--- config.mk ---
export PLATFORM = sky130hd
export DESIGN_NAME = rtc_escritura_bus_flat
export DESIGN_NICKNAME = d
export VERILOG_FILES = /design/src/rtl/rtc_escritura_bus_if.sv /design/src/rtl/rtc_escritura_bus.sv /design/src/flat_wrapper.sv
export SDC_FILE = /design/constraint.sdc
export NUM_CORES = 1
export LEC_CHECK = 0
export BUFFER_PORTS_ARGS = -buffer_cell sky130_fd_sc_hd__clkbuf_2
export CORE_UTILIZATION = 32
export CTS_CLUSTER_DIAMETER = 100
export DETAILED_ROUTE_END_ITERATION = 10
export PLACE_DENSITY_LB_ADDON = 0.3
export SLEW_MARGIN = 5
export SYNTH_ARGS = -nofsm -noshare
export SYNTH_HDL_FRONTEND = slang
export SYNTH_SLANG_ARGS = --single-unit
--- constraint.sdc ---
create_clock -name clk -period 2.16 [get_ports clk]
set_clock_uncertainty 0.2 [all_clocks]
set_input_delay 0.324 -clock clk [delete_from_list [all_inputs] [get_ports clk]]
set_output_delay 0.324 -clock clk [all_outputs]
set_load 0.1 [all_outputs]
--- src/rtl/rtc_escritura_bus_if.sv ---
// ---------------------------------------------------------------------------
// rtc_escritura_bus_if
// Groups the controller handshake and the RTC multiplexed-bus signals of the
// write-cycle generator.
//   Controller side : Inicio_E (start), addr_in, dato_in (write operands),
//                     Fin_E (done pulse), busy (transaction in progress)
//   RTC bus side    : CS_n, WR_n, AD, bus_out, bus_oe
// Modports:
//   master : the programming controller / environment driving the requests
//   slave  : the bus-cycle generator serving the requests and driving the bus
// ---------------------------------------------------------------------------
interface rtc_escritura_bus_if;
  logic       Inicio_E;
  logic [7:0] addr_in;
  logic [7:0] dato_in;
  logic       Fin_E;
  logic       busy;
  logic       CS_n;
  logic       WR_n;
  logic       AD;
  logic [7:0] bus_out;
  logic       bus_oe;

  modport master (
    output Inicio_E, addr_in, dato_in,
    input  Fin_E, busy, CS_n, WR_n, AD, bus_out, bus_oe
  );

  modport slave (
    input  Inicio_E, addr_in, dato_in,
    output Fin_E, busy, CS_n, WR_n, AD, bus_out, bus_oe
  );
endinterface

--- src/rtl/rtc_escritura_bus.sv ---
// ---------------------------------------------------------------------------
// rtc_escritura_bus
// Generates one complete RTC register write (address phase, gap, data phase)
// for every start request accepted in IDLE, then returns a one-cycle Fin_E.
// Ports:
//   clk    : single rising-edge clock
//   reset  : synchronous, active-low reset
//   bus    : rtc_escritura_bus_if.slave (Inicio_E/addr_in/dato_in in,
//            Fin_E/busy/CS_n/WR_n/AD/bus_out/bus_oe out)
// Parameters T_SU, T_PW, T_H, T_GAP give the length in cycles (1..255) of the
// setup, strobe, hold and inter-phase gap states.
// ---------------------------------------------------------------------------
module rtc_escritura_bus #(
  parameter logic [7:0] T_SU  = 8'd2,
  parameter logic [7:0] T_PW  = 8'd8,
  parameter logic [7:0] T_H   = 8'd2,
  parameter logic [7:0] T_GAP = 8'd4
) (
  input  logic                      clk,
  input  logic                      reset,
  rtc_escritura_bus_if.slave        bus
);

  typedef enum logic [3:0] {
    IDLE = 4'd0,
    A_SU = 4'd1,
    A_PW = 4'd2,
    A_H  = 4'd3,
    GAP  = 4'd4,
    D_SU = 4'd5,
    D_PW = 4'd6,
    D_H  = 4'd7,
    DONE = 4'd8
  } state_t;

  state_t     state_q, state_d;
  logic [7:0] cnt_q, cnt_d;
  logic [7:0] addr_q, addr_d;
  logic [7:0] dato_q, dato_d;

  logic       cs_n_q, cs_n_d;
  logic       wr_n_q, wr_n_d;
  logic       ad_q, ad_d;
  logic [7:0] bus_out_q, bus_out_d;
  logic       bus_oe_q, bus_oe_d;
  logic       fin_q, fin_d;
  logic       busy_q, busy_d;

  // State, counter, captured operands and registered outputs
  always_ff @(posedge clk) begin
    if (!reset) begin
      state_q   <= IDLE;
      cnt_q     <= 8'd0;
      addr_q    <= 8'd0;
      dato_q    <= 8'd0;
      cs_n_q    <= 1'b1;
      wr_n_q    <= 1'b1;
      ad_q      <= 1'b1;
      bus_out_q <= 8'd0;
      bus_oe_q  <= 1'b0;
      fin_q     <= 1'b0;
      busy_q    <= 1'b0;
    end else begin
      state_q   <= state_d;
      cnt_q     <= cnt_d;
      addr_q    <= addr_d;
      dato_q    <= dato_d;
      cs_n_q    <= cs_n_d;
      wr_n_q    <= wr_n_d;
      ad_q      <= ad_d;
      bus_out_q <= bus_out_d;
      bus_oe_q  <= bus_oe_d;
      fin_q     <= fin_d;
      busy_q    <= busy_d;
    end
  end

  // Next-state and cycle counter: each timed state is entered with (len-1)
  // in the counter and left on the cycle the counter is found at zero, so a
  // length of 1 leaves after one cycle without ever decrementing past zero.
  always_comb begin
    state_d = state_q;
    cnt_d   = cnt_q;
    addr_d  = addr_q;
    dato_d  = dato_q;
    case (state_q)
      IDLE: begin
        if (bus.Inicio_E) begin
          state_d = A_SU;
          cnt_d   = T_SU - 8'd1;
          addr_d  = bus.addr_in;
          dato_d  = bus.dato_in;
        end else begin
          state_d = IDLE;
        end
      end
      A_SU: begin
        if (cnt_q == 8'd0) begin
          state_d = A_PW;
          cnt_d   = T_PW - 8'd1;
        end else begin
          cnt_d = cnt_q - 8'd1;
        end
      end
      A_PW: begin
        if (cnt_q == 8'd0) begin
          state_d = A_H;
          cnt_d   = T_H - 8'd1;
        end else begin
          cnt_d = cnt_q - 8'd1;
        end
      end
      A_H: begin
        if (cnt_q == 8'd0) begin
          state_d = GAP;
          cnt_d   = T_GAP - 8'd1;
        end else begin
          cnt_d = cnt_q - 8'd1;
        end
      end
      GAP: begin
        if (cnt_q == 8'd0) begin
          state_d = D_SU;
          cnt_d   = T_SU - 8'd1;
        end else begin
          cnt_d = cnt_q - 8'd1;
        end
      end
      D_SU: begin
        if (cnt_q == 8'd0) begin
          state_d = D_PW;
          cnt_d   = T_PW - 8'd1;
        end else begin
          cnt_d = cnt_q - 8'd1;
        end
      end
      D_PW: begin
        if (cnt_q == 8'd0) begin
          state_d = D_H;
          cnt_d   = T_H - 8'd1;
        end else begin
          cnt_d = cnt_q - 8'd1;
        end
      end
      D_H: begin
        if (cnt_q == 8'd0) begin
          state_d = DONE;
          cnt_d   = 8'd0;
        end else begin
          cnt_d = cnt_q - 8'd1;
        end
      end
      DONE: begin
        state_d = IDLE;
        cnt_d   = 8'd0;
      end
      default: begin
        state_d = IDLE;
        cnt_d   = 8'd0;
      end
    endcase
  end

  // Output decode from the state being entered, so the registered outputs
  // describe that state during the cycle that follows the edge. The operand
  // values come from the _d side so the address is already valid in the
  // first A_SU cycle.
  always_comb begin
    cs_n_d    = 1'b1;
    wr_n_d    = 1'b1;
    ad_d      = 1'b1;
    bus_out_d = 8'd0;
    bus_oe_d  = 1'b0;
    fin_d     = 1'b0;
    busy_d    = 1'b1;
    case (state_d)
      IDLE: begin
        busy_d = 1'b0;
      end
      A_SU, A_H: begin
        cs_n_d    = 1'b0;
        ad_d      = 1'b0;
        bus_oe_d  = 1'b1;
        bus_out_d = addr_d;
      end
      A_PW: begin
        cs_n_d    = 1'b0;
        wr_n_d    = 1'b0;
        ad_d      = 1'b0;
        bus_oe_d  = 1'b1;
        bus_out_d = addr_d;
      end
      GAP: begin
        cs_n_d = 1'b1;
      end
      D_SU, D_H: begin
        cs_n_d    = 1'b0;
        bus_oe_d  = 1'b1;
        bus_out_d = dato_d;
      end
      D_PW: begin
        cs_n_d    = 1'b0;
        wr_n_d    = 1'b0;
        bus_oe_d  = 1'b1;
        bus_out_d = dato_d;
      end
      DONE: begin
        fin_d = 1'b1;
      end
      default: begin
        busy_d = 1'b0;
      end
    endcase
  end

  assign bus.CS_n    = cs_n_q;
  assign bus.WR_n    = wr_n_q;
  assign bus.AD      = ad_q;
  assign bus.bus_out = bus_out_q;
  assign bus.bus_oe  = bus_oe_q;
  assign bus.Fin_E   = fin_q;
  assign bus.busy    = busy_q;

endmodule

--- src/flat_wrapper.sv ---
// flat-port wrapper written by rule: the top's interface ports become plain ports
module rtc_escritura_bus_flat 
#(
  parameter logic [7:0] T_SU  = 8'd2,
  parameter logic [7:0] T_PW  = 8'd8,
  parameter logic [7:0] T_H   = 8'd2,
  parameter logic [7:0] T_GAP = 8'd4
)
  (clk, reset, bus_Inicio_E, bus_addr_in, bus_dato_in, bus_Fin_E, bus_busy, bus_CS_n, bus_WR_n, bus_AD, bus_bus_out, bus_bus_oe);
  rtc_escritura_bus_if bus_i ();
  input  logic clk;
  input  logic reset;
  input wire logic [$bits(bus_i.Inicio_E)-1:0] bus_Inicio_E;
  input wire logic [$bits(bus_i.addr_in)-1:0] bus_addr_in;
  input wire logic [$bits(bus_i.dato_in)-1:0] bus_dato_in;
  output wire logic [$bits(bus_i.Fin_E)-1:0] bus_Fin_E;
  output wire logic [$bits(bus_i.busy)-1:0] bus_busy;
  output wire logic [$bits(bus_i.CS_n)-1:0] bus_CS_n;
  output wire logic [$bits(bus_i.WR_n)-1:0] bus_WR_n;
  output wire logic [$bits(bus_i.AD)-1:0] bus_AD;
  output wire logic [$bits(bus_i.bus_out)-1:0] bus_bus_out;
  output wire logic [$bits(bus_i.bus_oe)-1:0] bus_bus_oe;
  assign bus_i.Inicio_E = bus_Inicio_E;
  assign bus_i.addr_in = bus_addr_in;
  assign bus_i.dato_in = bus_dato_in;
  assign bus_Fin_E = bus_i.Fin_E;
  assign bus_busy = bus_i.busy;
  assign bus_CS_n = bus_i.CS_n;
  assign bus_WR_n = bus_i.WR_n;
  assign bus_AD = bus_i.AD;
  assign bus_bus_out = bus_i.bus_out;
  assign bus_bus_oe = bus_i.bus_oe;
  rtc_escritura_bus #(.T_SU(T_SU), .T_PW(T_PW), .T_H(T_H), .T_GAP(T_GAP)) u_core (.clk(clk), .reset(reset), .bus(bus_i));
endmodule
==> Word level (Yosys, flattened, before mapping) <==
Cells that the tools add are included.
{ "word_totals": {"ff_bits": 42, "out_inout_bits": 14, "elab_cells": 63, "input_bits": 19} }
{ "classes": {"add_sub_neg": 1, "mux": 26, "eq_ne": 16, "n_reduce_logical": 9} }
{ "ops": {"columns": ["op", "count"], "rows": [
  ["$mux 8", 9],
  ["$pmux 8 s5", 1],
  ["$eq 4x3->1 const B", 8],
  ["$pmux 4 s8", 1],
  ["$mux 4", 7],
  ["$eq 4x2->1 const B", 4],
  ["$pmux 8 s2", 1],
  ["$reduce_or 3->1", 3],
  ["$eq 4x1->1 const B", 2],
  ["$logic_not 8->1", 1],
  ["$reduce_or 8->1", 1],
  ["$sub 8x1->8 const B", 1],
  ["$mux 1", 7],
  ["$reduce_or 6->1", 1],
  ["$eq 4x4->1 const B", 1],
  ["$logic_not 4->1", 1],
  ["$reduce_or 2->1", 2],
  ["$ne 2x2->1 const B", 1]
]} }

==> Longest topological paths before layout <==
Gate-level depths: netlist of run 1.
{ "depth": {"ltp_word": 6, "mapped_depth": 8, "depth_no_buf": 6} }

==> Least setup slack after synthesis of run 1 <==
Ideal clock, no wire load.
{ "synth_path": {"path_kind": "reg2reg", "from": "reg u_core.cnt_q[0]", "to": "reg u_core.bus_out_q[4] (netlist: u_core.bus.bus_out[4])", "setup_time_ns": 0.117, "period_less_slack_ns": 2.182, "t_arrival_ns": 1.866, "required_ns": 1.843, "slack_ns": -0.022, "path_stages_with_launch": 8, "n_path_buf": 1, "cell_sequence": "dfxtp_1 inv_1 ha_1 nor3b_1 nand4_1 and4b_1 buf_2 a22o_1"} }
{ "synth_between": {"elab_chain_cells": 6, "word_cells_on_any_way": 18, "cone_classes": "eq/ne: 6; mux: 9; reduce/logical: 3"} }
{ "synth_rtl": {"columns": ["element", "line_no", "source"], "rows": [
  ["start, declared", "rtc_escritura_bus.sv:37", "logic [7:0] cnt_q, cnt_d;"],
  ["start signal, assigned", "rtc_escritura_bus.sv:65", "cnt_q <= cnt_d;"],
  ["$logic_not 8->1 (*)", null, null],
  ["$mux 4, or another cell as far along", "rtc_escritura_bus.sv:146", "if (cnt_q == 8'd0) begin"],
  ["$pmux 4 s8 (*)", "rtc_escritura_bus.sv:86", "case (state_q)"],
  ["$eq 4x3->1, or another cell as far along", "rtc_escritura_bus.sv:176", "case (state_d)"],
  ["$reduce_or 3->1 (no source line)", null, null],
  ["$pmux 8 s2 (*)", "rtc_escritura_bus.sv:176", null],
  ["end signal, assigned", "rtc_escritura_bus.sv:71", "bus_out_q <= bus_out_d;"],
  ["end, declared", "rtc_escritura_bus.sv:44", "logic [7:0] bus_out_q, bus_out_d;"]
]} }
Every way passes the cells marked *; elsewhere a longest branch is shown, timed or not.
A chain may end at the register's enable or synchronous reset.

==> Final worst setup path of run 1 <==
{ "layout_path": {"from": "reg u_core.cnt_q[4]", "to": "reg u_core.wr_n_q (netlist: u_core.bus.WR_n)"} }
{ "layout_between": {"elab_chain_cells": 6, "word_cells_on_any_way": 13, "cone_classes": "eq/ne: 2; mux: 9; reduce/logical: 2"} }
{ "layout_rtl": {"columns": ["element", "line_no", "source"], "rows": [
  ["$logic_not 8->1 (*)", null, null],
  ["$mux 4, or another cell as far along", "rtc_escritura_bus.sv:146", null],
  ["$pmux 4 s8 (*)", "rtc_escritura_bus.sv:86", null],
  ["$eq 4x2->1 / $eq 4x3->1 (equally long branches)", "rtc_escritura_bus.sv:176", null],
  ["$reduce_or 2->1 (no source line) (*)", null, null],
  ["$mux 1 (*)", "rtc_escritura_bus.sv:176", null],
  ["end signal, assigned", "rtc_escritura_bus.sv:69", "wr_n_q <= wr_n_d;"],
  ["end, declared", "rtc_escritura_bus.sv:42", "logic wr_n_q, wr_n_d;"]
]} }
Marks and branches as above.

==> results of run 1 <==
==> sequential cells by signal (all words and copies together), names as in the netlist <==
signal              flops
u_core.bus.bus_out      8
u_core.state_q          4
u_core.cnt_q            8
u_core.bus.Fin_E        1
u_core.addr_q           8
u_core.bus.busy         1
u_core.bus.WR_n         1
u_core.bus.AD           1
u_core.bus.CS_n         1
u_core.bus.bus_oe       1
u_core.dato_q           8
==> through the flow <==
step	setup WS (ns)	cells	hold WS, ns	cell area (um2)
after floorplan	0.0820	201	0.248	1810
after global placement	0.0710	304	0.261	2130
after detailed placement	0.0229	304	0.274	2130
after CTS	0.00247	312	0.0952	2240
after global routing	0.00124	312	0.103	2250
final	0.113	312	0.102	2250
==> synthesized netlist by cell type (3+ instances only) <==
cell       n
o31ai_1    3
inv_1      6
nand3_1   17
nor2_1    14
o21ai_0   19
buf_2      4
o211ai_1   3
a21boi_1   5
a21boi_0  14
nand2_1    7
a21oi_1    6
a22o_1     8
dfxtp_1   42
or4_1      3
clkbuf_1  12
xor2_1     4
nand4_1    3
nor3_1     4
==> worst paths after layout <==
| check | start | to | slack, ns | cells after the start |
|---|---|---|---|---|
| max | u_core.cnt_q[4] | u_core.bus.WR_n | 0.11 | 4 |
| min | bus_dato_in[6] | u_core.dato_q[6] | 0.10 | 3 |
| max reg2reg | u_core.cnt_q[4] | u_core.bus.WR_n | 0.11 | 4 |
| min reg2reg | u_core.cnt_q[1] | u_core.cnt_q[1] | 0.28 | 2 |
==> worst reg2reg max path, delay by kind of cell, from the launching register on <==
| kind | cells | cell delay, ns |
|---|---|---|
| compound gates | 1 | 0.16 |
| flops | 1 | 0.36 |
| simple gates | 3 | 1.22 |
==> kinds of logic after synthesis <==
kind of cell    synth area share [%]
compound gates                  25.7
xor+xnor                        2.42
fa+ha+maj                       1.38
buf+inv                         4.85
flops                           46.5
simple gates                    19.1
==> layout make-up <==
| class | instances | share of cell area (%) |
|---|---|---|
| Tap cell | 70 | 3.90 |
| Timing Repair Buffer | 49 | 13.4 |
| Clock buffer | 6 | 3.23 |
| Multi-Input combinational cell | 137 | 39.5 |
| Inverter | 6 | 1.00 |
| Sequential cell | 42 | 37.4 |
| Clock inverter | 2 | 1.67 |
==> report_power, final <==
group	switching (uW)	internal [uW]
Sequential	91.7	975
Clock	280	345
Combinational	1390	753
==> metal layers <==
| metal | global-route usage [%] | up-vias |
|---|---|---|
| met5 | 0 | - |
| li1 | - | 813 |
| met3 | 3.57 | 7 |
| met1 | 20.5 | 768 |
| met4 | 7.17 | 0 |
| met2 | 25.8 | 48 |
==> what timing repair did <==
| item | in CTS | in global routing |
|---|---|---|
| gates resized for setup | 0 | 2 |
| setup endpoints to repair | 0 | 10 |
| buffers inserted | 0 | 0 |
==> metrics.yaml, run 1 <==
gp_congestion: 0.752
grt_usage_pct: 16.1
vias: 1636
syn_area_per_cell_um2: 8.99
worst-path-buf-inv: 0
final_common_cell: "dfxtp_1"
cellPowerDensity_nw_per_um2: 1700
multi_input_area_um2: 887
total_power_uw: 3830
drc: 0
worstPathRequired_ns: 2.15
htree_levels: 2
hold_viol_final: 0
synth_area_um2: 1810
syn_to_final_growth_pct: 24.4
rsz0062_at_grt: "false"
dr_wl_met3_um: 240
setup_viol_count_final: 0
ys_types: 39
cap_violations: 0
synth-edff-count: 0
drt-met1-wl_mm: 2.08
drt-pass1-iter-count: 4
hp-class: "in -> reg"
port_buffers: 32
cts_buffers: 5
status: "completed"
synth-seq-area-share_pct: 46.5
place.detailed.hpwl_mm: 3.00
numClockSinks: 42
cts_tree: "built"
wl_met2_mm: 2.01
layout_common_cells: "dfxtp_1, clkbuf_2, o21ai_0, nand3_1, buf_4"
via_per_inst: 5.24
synthesis.nets: 222
die_y_um: 77.1
cp_max_fo: 5
fin_crit_ns: 2.05
dr.max_layer_used: "met4"
pin_count: 33
clkLatencyLatePin_ns: 0.30
crit_chain: "or4_1 -> or4_4 -> a21oi_2 -> nand3_1"
grt_max_degree: 25
critPathTopFamily: "simple AND/OR/NAND/NOR gates"
worst_pin_slew_ns: 0.547
routed_wl_mm: 4.38
yosysWarnings: 0
finalCritPeriodShare_pct: 94.8
cts.reportedPaths.clkPinSlew_ns: 0.08
die_w_um: 77.1
critPathKind: "reg -> reg"
die_area_um2: 5950
ctsHoldBuffers: 0
antenna_found_initial: 0
syn_inst: 201
synth_async_sr_flop_share_pct: 0
vdd_drop_max_mv: 1.02
crit_path_start_kind: "flop"
arrival_ns: 2.03
ys_top_cells_by_area: "dfxtp_1, a21boi_0, o21ai_0"
fin_nets: 262
core_area_um2: 5270
grt-ovfl-total: 0
max_stage_delay_ns: 0.61
utilization_pct: 42.7
nFillCells: 559
synthFlopType: "dfxtp_1"
start_util_pct: 34.3
wl_per_cell_um: 14.0
rows: 26
ys_ff_latch: 42
finalSetupTns_ns: 0
drv_slew: 0
grt_pass1_wl_mm: 7.52
cp_slowest_cell: "or4_1"
cts.path.max_buffers: 2
grt_pass1_vias: 1614
max_slew_margin_pct: 63.7
yosys.area.top_type: "dfxtp_1"
clock.fmax_ghz: 0.489
seq_area_um2: 841
end_kind: "flop"
root_buffer: "clkbuf_8"
drtIter0Drc: 74
antennaDiodeCount: 0
ant_nets: 0
synth_top_area_share_pct: 46.5
layout-drive-gt1-share_pct: 25.6
p_leak_uw: 0.000910
No activity file was read; power rests on OpenSTA's default activity.
==> run 2, diff against run 1 <==
- REMOVE_ABC_BUFFERS: unset -> 1
==> metrics.yaml, run 2 (synthesis gave the netlist of run 1 again) <==
finalCritPeriodShare_pct: 92.8  # -2.0 points
critPathKind: "reg -> reg"
setup_viol_count_final: 0  # unchanged
cap_violations: 0  # unchanged
netSwitchingPower_uw: 1740  # -1.0%
wl_per_cell_um: 13.8  # -1.4%
cts.reportedPaths.clkPinSlew_ns: 0.08  # about the same
max_slew_margin_pct: 64.0  # +0.32 points
routed_wl_mm: 4.36  # -0.43%
total_power_uw: 3740  # -2.2%
pin_count: 33  # unchanged
hold_depth: 2  # -1
antennaDiodeCount: 0  # unchanged
rsz0062_at_grt: "false"
fin_area_um2: 2240  # -0.39%
combPwrFrac_pct: 57.7  # +1.9 points
r2r_slack_ns: 0.16  # +0.04 ns
critPathTopFamily: "simple AND/OR/NAND/NOR gates"
crit_path_start_kind: "flop"
grt_usage_pct: 15.5  # -0.53 points
final_common_cell: "dfxtp_1"
port_buffers: 32  # unchanged
layout-drive-gt1-share_pct: 26.5  # +0.91 points
clkLatencyLatePin_ns: 0.29  # about the same
worstPathRequired_ns: 2.13  # -0.02 ns
placedInstanceArea_um2: 2140  # +0.23%
cts_tree: "built"
die_y_um: 77.1  # unchanged
grt-ovfl-total: 0  # unchanged
root_buffer: "clkbuf_8"
worst_pin_slew_ns: 0.542  # -0.00477 ns
cp_slowest_cell: "or4_1"
fin_crit_ns: 2.00  # -0.0431 ns
p_int_uw: 2010  # -3.3%
seqPwrFrac_pct: 28.5  # +0.6 points
hold_viol_final: 0  # unchanged
grt_pass1_vias: 1546  # -4.2%
end_kind: "flop"
status: "completed"
crit_chain: "or4_1 -> or4_4 -> a21oi_2 -> nand3_1"
die_area_um2: 5950  # unchanged
cts.path.max_buffers: 2  # unchanged
ctsHoldBuffers: 0  # unchanged
p_leak_uw: 0.000915  # +0.61%
core_area_um2: 5270  # unchanged
htree_levels: 2  # unchanged
drtIter0Drc: 138  # +86%
arrival_ns: 1.98  # -0.05 ns
critical_path_depth: 4  # unchanged
gp_congestion: 0.861  # +14%
numClockSinks: 42  # unchanged
vdd_drop_max_mv: 0.501  # -51%
cp_max_fo: 5  # unchanged
drv_slew: 0  # unchanged
hp-class: "in -> reg"
rows: 26  # unchanged
p_sw_share_pct: 46.4  # +0.58 points
cts_buffers: 5  # unchanged
grt_pass1_wl_mm: 7.31  # -2.8%
syn_to_final_growth_pct: 24.0
worstRegToRegCells: 4  # unchanged
layout_common_cells: "dfxtp_1, clkbuf_2, buf_4, o21ai_0, nand3_1"
finalSetupTns_ns: 0  # unchanged
ant_nets: 0  # unchanged
antenna_found_initial: 0  # unchanged
power_frac_clock_pct: 13.8  # -2.5 points
drt-pass1-iter-count: 4  # unchanged
max_stage_delay_ns: 0.63  # +0.02 ns
utilization_pct: 42.5  # -0.17 points
via_per_inst: 5.08  # -3.1%
start_util_pct: 34.3  # unchanged
drc: 0  # unchanged
vias: 1600  # -2.2%
die_w_um: 77.1  # unchanged
cellPowerDensity_nw_per_um2: 1670  # -1.9%
grt_max_degree: 20  # -20%
worst-path-buf-inv: 0  # unchanged
clock.fmax_ghz: 0.499  # +2.1%
place.detailed.hpwl_mm: 3.08  # +2.4%
fin_nets: 265  # +1.1%
==> run 2: cell types whose count changed in the layout (fill, tap and decap cells not counted), sizes merged <==
cell,change
buf,+3
bufinv,-1
clkbuf,+1
clkinv,+1
clkinvlp,-1
==> run 2: metrics by stage <==
step                      hold slack (ns)  worst slack [ns]  instances
after floorplan                     0.198            0.0307        185
after global placement              0.259            0.0907        307
after detailed placement            0.260            0.0357        307
after CTS                          0.0885            0.0315        315
after global routing               0.0987            0.0435        315
final                              0.0917             0.156        315
==> run 2: final timing paths <==
check,from,to
worst min register to register,u_core.cnt_q[1],u_core.cnt_q[1]
worst max-delay path,u_core.cnt_q[2],u_core.bus.WR_n
worst max register to register,u_core.cnt_q[2],u_core.bus.WR_n
worst min-delay path,reset,u_core.bus.AD
==> run 2: layer usage <==
| layer | share of wire (%) | routed length, um | GRT usage, % |
|---|---|---|---|
| met1 | 50 | 2190 | 21.0 |
| met2 | 45 | 1980 | 24.2 |
| met3 | 3.6 | 158 | 3.21 |
| met4 | 0.78 | 34 | 5.66 |
| met5 | 0 | 0 | 0 |
==> run 2: power by group through the flow <==
stage	registers (uW)	clock network [uW]	logic (uW)
final	1070	518	2160
after detailed placement	1080	0	2120
after global placement	1080	0	2110
after global routing	1090	569	2340
after floorplan	1520	0	987
after CTS	1070	534	2130
==> run 2: what timing repair did <==
item / CTS / global route
buffers inserted: 0 / 0
resized for setup: 0 / 3
setup endpoints to repair: 0 / 10
==> run 2: cell type report <==
| type | count | area (um2) |
|---|---|---|
| repair buffers | 52 | 310 |
| clock buffers | 7 | 86.3 |
| well taps | 70 | 87.6 |
| flip-flops and latches | 42 | 841 |
| inverters | 6 | 22.5 |
| fillers | 553 | 3030 |
| multi-input cells | 137 | 887 |
| clock inverters | 1 | 5.00 |
